--- src/rtl/id_ex_pipe_reg.sv ---
// ID/EX pipeline register: captures the decode bundle, supports stall/flush,
// exposes EX load/rd to the hazard unit and counts bubbles entering EX.
module id_ex_pipe_reg #(
  parameter int unsigned XLEN  = 32,
  parameter int unsigned CNT_W = 16
) (
  input  logic             clk_i,
  input  logic             rst_ni,
  input  logic             stall_i,
  input  logic             flush_i,
  input  logic             clr_cnt_i,
  input  logic             id_valid_i,
  input  logic [20:0]      ctrl_i,
  input  logic [XLEN-1:0]  pc_i,
  input  logic [XLEN-1:0]  rs1_data_i,
  input  logic [XLEN-1:0]  rs2_data_i,
  input  logic [XLEN-1:0]  imm_i,
  input  logic [4:0]       rs1_addr_i,
  input  logic [4:0]       rs2_addr_i,
  output logic [20:0]      ctrl_o,
  output logic             valid_o,
  output logic [XLEN-1:0]  pc_o,
  output logic [XLEN-1:0]  rs1_data_o,
  output logic [XLEN-1:0]  rs2_data_o,
  output logic [XLEN-1:0]  imm_o,
  output logic [4:0]       rs1_addr_o,
  output logic [4:0]       rs2_addr_o,
  output logic             ex_memread_o,
  output logic [4:0]       ex_rd_o,
  output logic [CNT_W-1:0] bubble_cnt_o
);

  typedef enum logic [1:0] {
    ACT_LOAD,
    ACT_STALL,
    ACT_FLUSH
  } action_e;

  action_e           action;
  logic              bubbleEvent;
  logic [20:0]       ctrlQ;
  logic              validQ;
  logic [XLEN-1:0]   pcQ;
  logic [XLEN-1:0]   rs1DataQ;
  logic [XLEN-1:0]   rs2DataQ;
  logic [XLEN-1:0]   immQ;
  logic [4:0]        rs1AddrQ;
  logic [4:0]        rs2AddrQ;
  logic [CNT_W-1:0]  bubbleCntQ;

  // Flush outranks stall, stall outranks a normal load.
  always_comb begin
    action = ACT_LOAD;
    if (flush_i)      action = ACT_FLUSH;
    else if (stall_i) action = ACT_STALL;
  end

  // A bubble enters EX on any flush, or on a load of an invalid/zero bundle.
  always_comb begin
    bubbleEvent = 1'b0;
    unique case (action)
      ACT_FLUSH: bubbleEvent = 1'b1;
      ACT_LOAD:  bubbleEvent = !id_valid_i || (ctrl_i == '0);
      default:   bubbleEvent = 1'b0;
    endcase
  end

  always_ff @(posedge clk_i or negedge rst_ni) begin
    if (!rst_ni) begin
      ctrlQ    <= '0;
      validQ   <= 1'b0;
      pcQ      <= '0;
      rs1DataQ <= '0;
      rs2DataQ <= '0;
      immQ     <= '0;
      rs1AddrQ <= '0;
      rs2AddrQ <= '0;
    end else begin
      unique case (action)
        ACT_FLUSH: begin
          ctrlQ  <= '0;
          validQ <= 1'b0;
        end
        ACT_LOAD: begin
          ctrlQ    <= id_valid_i ? ctrl_i : '0;
          validQ   <= id_valid_i;
          pcQ      <= pc_i;
          rs1DataQ <= rs1_data_i;
          rs2DataQ <= rs2_data_i;
          immQ     <= imm_i;
          rs1AddrQ <= rs1_addr_i;
          rs2AddrQ <= rs2_addr_i;
        end
        default: ;
      endcase
    end
  end

  always_ff @(posedge clk_i or negedge rst_ni) begin
    if (!rst_ni) begin
      bubbleCntQ <= '0;
    end else if (clr_cnt_i) begin
      bubbleCntQ <= '0;
    end else if (bubbleEvent && (bubbleCntQ != '1)) begin
      bubbleCntQ <= bubbleCntQ + 1'b1;
    end
  end

  assign ctrl_o       = ctrlQ;
  assign valid_o      = validQ;
  assign pc_o         = pcQ;
  assign rs1_data_o   = rs1DataQ;
  assign rs2_data_o   = rs2DataQ;
  assign imm_o        = immQ;
  assign rs1_addr_o   = rs1AddrQ;
  assign rs2_addr_o   = rs2AddrQ;
  assign bubble_cnt_o = bubbleCntQ;

  // Gate with valid so a squashed slot never looks like a live load to hazard logic.
  assign ex_memread_o = ctrlQ[12] & validQ;
  assign ex_rd_o      = validQ ? ctrlQ[20:16] : '0;

endmodule

--- config.mk ---
export PLATFORM = sky130hd
export DESIGN_NAME = id_ex_pipe_reg
export DESIGN_NICKNAME = d
export VERILOG_FILES = /design/src/rtl/id_ex_pipe_reg.sv
export SDC_FILE = /design/constraint.sdc
export NUM_CORES = 1
export LEC_CHECK = 0
export ABC_AREA = 1
export CORE_AREA = 2 2 166 168
export CTS_CLUSTER_DIAMETER = 30
export DETAILED_ROUTE_END_ITERATION = 10
export DIE_AREA = 0 0 168 170
export SKIP_LAST_GASP = 1
export SLEW_MARGIN = 20
export SYNTH_ARGS = -nofsm -noshare
export SYNTH_HDL_FRONTEND = slang
export SYNTH_SLANG_ARGS = --single-unit
export TNS_END_PERCENT = 50
--- constraint.sdc ---
create_clock -name clk_i -period 1.8 [get_ports clk_i]
set_clock_uncertainty 0.1 [all_clocks]
set_input_delay 0.45 -clock clk_i [delete_from_list [all_inputs] [get_ports clk_i]]
set_output_delay 0.45 -clock clk_i [all_outputs]
set_load 0.01 [all_outputs]
==> flow_summary.ini <==
[run_status]
status = finished with violations
violations = negative setup slack

[timing]
fmax_mhz = 532.5
post-route-period-util_pct = 104.3
slew_headroom_pct = 66.00
finalSetupViolations = 41
slew_viol_final = 0
grt_setup_unrepaired = true
worst_pin_slew_ns = 0.5101
final_hold_viol_count = 0
setup_ws_ns = -0.07809
tns_ns = -2.387
finalCriticalPeriod_ns = 1.878

[critical_path]
reg2reg_depth = 10
worst_path_largest_cell_delay_ns = 0.43
crit_path_end_kind = output port
regToRegSetupSlack_ns = 0.10
crit_path_start_kind = flip-flop
worstPathRequired_ns = 1.25
path_depth = 4
endpoint = ex_rd_o[2]
critical_path.startpoint = valid_o$_DFFE_PN0P_
critPathMaxFanout = 4
r2r-end = bubble_cnt_o[12]$_DFFE_PN0P_
r2r-start = bubble_cnt_o[10]$_DFFE_PN0P_
slowest_stage = dfrtp_2
worstSetupPathType = flip-flop to output port
critPathTopFamily = buffers and inverters
worstPathArrival_ns = 1.33
crit_chain = buf_4 -> nand2_1 -> inv_1 -> dlygate4sd2_1
cp_num_buf_inv = 3

[synth]
syn_inst = 541
syn_avg_cell_area_sq_um = 13.15
synth_edf_count = 0
synth_top_area_share_pct = 61.93
synthArstFlopShare_pct = 100.0
ys_ff_latch = 176
netlist_area_sq_um = 7112
ys_seq_area_share_pct = 61.93
synth_fp_nets = 707
yosys.area.top_type = dfrtp_1
synth.distinct_cells = 28
synthTopCellsByArea = dfrtp_1 (62%), mux2_2 (22%), nand2_1 (3.7%)
synth_warnings = 0
synth_ff_type = dfrtp_1

[pwr]
p_leak_nw = 5.839
p_total_mw = 10.79
powerDensity_nw_per_um2 = 892.7
vdd_drop_max_uv = 535.2

[cts]
cts_buffer_depth = 2
clockRootBuffer = clkbuf_16
clk_pin_slew_worst_paths_ns = 0.08
cts_sinks = 176
cts-htree-levels = 4
cts_buffers = 17
clk_latency_ns = 0.42
cts_tree = yes

[route]
wl_per_cell_um = 17.09
drtAntennaViolNets = 0
wl_um = 22050
drc = 0
drt_iter0_drc = 272
wl_met2_um = 10680
via_count = 5726
routed.top_layer = met4
met1_length_um = 8951
routed-wl-met3_um = 2062
via_per_inst = 4.439
drt_first_pass_iters = 4

[floorplanning]
fp.coreArea_sq_um = 26650
io_pins = 347
die_h_um = 170
start_util_pct = 26.69
die_area_sq_um = 28560
die_w_um = 168
rows = 60

[global_routing]
track_usage_pct = 15.28
grt_max_degree = 87
grt_pass1_vias = 6020
grt_overflow = 0
antenna_found_initial = 1
grt_pass1_wl_um = 33900

[placed_design]
gp_congestion = 0.8108
hpwl_um = 16540
port_buffers = 346

[cells_and_area]
insertedDiodeCount = 0
drive_gt1_share_pct = 26.55
final_cell_mix = clkdlybuf4s50_1 (200), dfrtp_1 (164), mux2_2 (138), dlygate4sd2_1 (84), nand2_1 (71)
fin_nets = 1102
layout_commonest_cell = clkdlybuf4s50_1
area_delta_synth_final_pct = 69.93
fill_cells = 2469

[run]
maxCapViolCount = 0

[min_path]
hold_path.class = primary input to asynchronous set/reset pin
[per-layer routing]
layer	GRT usage [%]	up-vias
met4	4.537	0
met2	25.39	227
li1	-	2649
met1	18.17	2830
met3	6.326	20
met5	0	-
[timing repair]
action / CTS / global route
endpoints found under the setup margin: 182 / 113
gates resized for setup: 117 / 57
hold endpoints to repair: 44 / 0
buffers inserted: 5 / 1
hold buffers: 1 / 0
[registers in the layout, summed over array words and instances, names as in the netlist]
name,count
rs2_addr_o,5
rs2_data_o,32
imm_o,32
pc_o,32
rs1_addr_o,5
valid_o,1
rs1_data_o,32
bubble_cnt_o,16
ctrl_o,21
[cells by family (layout without fill, tap and decap cells)]
group / Yosys count / count (layout) / share of synthesized area [%]
compound gates: 22 / 22 / 2.815
xor+xnor: 9 / 9 / 1.108
fa+ha+maj: 1 / 1 / 0.1759
buf+inv: 43 / 451 / 2.745
flops: 176 / 176 / 61.93
mux: 138 / 138 / 21.85
simple gates: 152 / 152 / 9.378
[stage by stage]
| step | std cells | setup WS (ns) | utilization, % | hold WS (ns) | area [sq um] |
|---|---|---|---|---|---|
| floorplan | 541 | 0.01980 | - | 0.05441 | 7112 |
| global placement | 1251 | -0.3228 | 42.85 | 0.1426 | 11420 |
| detailed placement | 1251 | -0.3284 | 42.85 | 0.1426 | 11420 |
| CTS | 1289 | -0.1369 | 44.79 | 0.2440 | 11940 |
| global route | 1290 | -0.1512 | 45.35 | 0.2603 | 12090 |
| finish | 1290 | -0.07809 | 45.35 | 0.2756 | 12090 |
[synth_stat cells (3+ instances only)]
cell / n
nand3_1: 24
nand2_1: 71
mux2_2: 138
a32o_1: 18
nor2_1: 38
buf_2: 15
xor2_1: 7
inv_1: 16
clkbuf_1: 8
nand4_1: 4
o21ai_0: 3
nor2_2: 3
dfrtp_1: 176
[layout make-up]
| class | count | area (sq um) | area share [%] |
|---|---|---|---|
| Multi-Input combinational cell | 322 | 2525 | 20.89 |
| Clock buffer | 17 | 425.4 | 3.520 |
| Clock inverter | 15 | 156.4 | 1.294 |
| Inverter | 18 | 67.56 | 0.5591 |
| Tap cell | 341 | 426.7 | 3.530 |
| Timing Repair Buffer | 401 | 4065 | 33.64 |
| Sequential cell | 176 | 4419 | 36.57 |
[where the power goes]
part / internal [mW] / leakage, nW / switching, mW
sequential: 4.44 / 2.12 / 0.238
combinational: 1.45 / 3.43 / 0.931
clock: 1.87 / 0.286 / 1.86
total: 7.76 / 5.84 / 3.03
[how the worst min path moves through the flow]
| stage | slack, ns | endpoint | start | cells after the start |
|---|---|---|---|---|
| floorplan | 0.05 | bubble_cnt_o[0]$_DFFE_PN0P_ | rst_ni | 0 |
| global placement | 0.14 | bubble_cnt_o[10]$_DFFE_PN0P_ | rst_ni | 1 |
| detailed placement | 0.14 | bubble_cnt_o[10]$_DFFE_PN0P_ | rst_ni | 1 |
| CTS | 0.24 | bubble_cnt_o[10]$_DFFE_PN0P_ | rst_ni | 2 |
| global route | 0.26 | bubble_cnt_o[10]$_DFFE_PN0P_ | rst_ni | 2 |
| finish | 0.28 | bubble_cnt_o[12]$_DFFE_PN0P_ | rst_ni | 2 |
No activity file was read; power rests on OpenSTA's default activity.
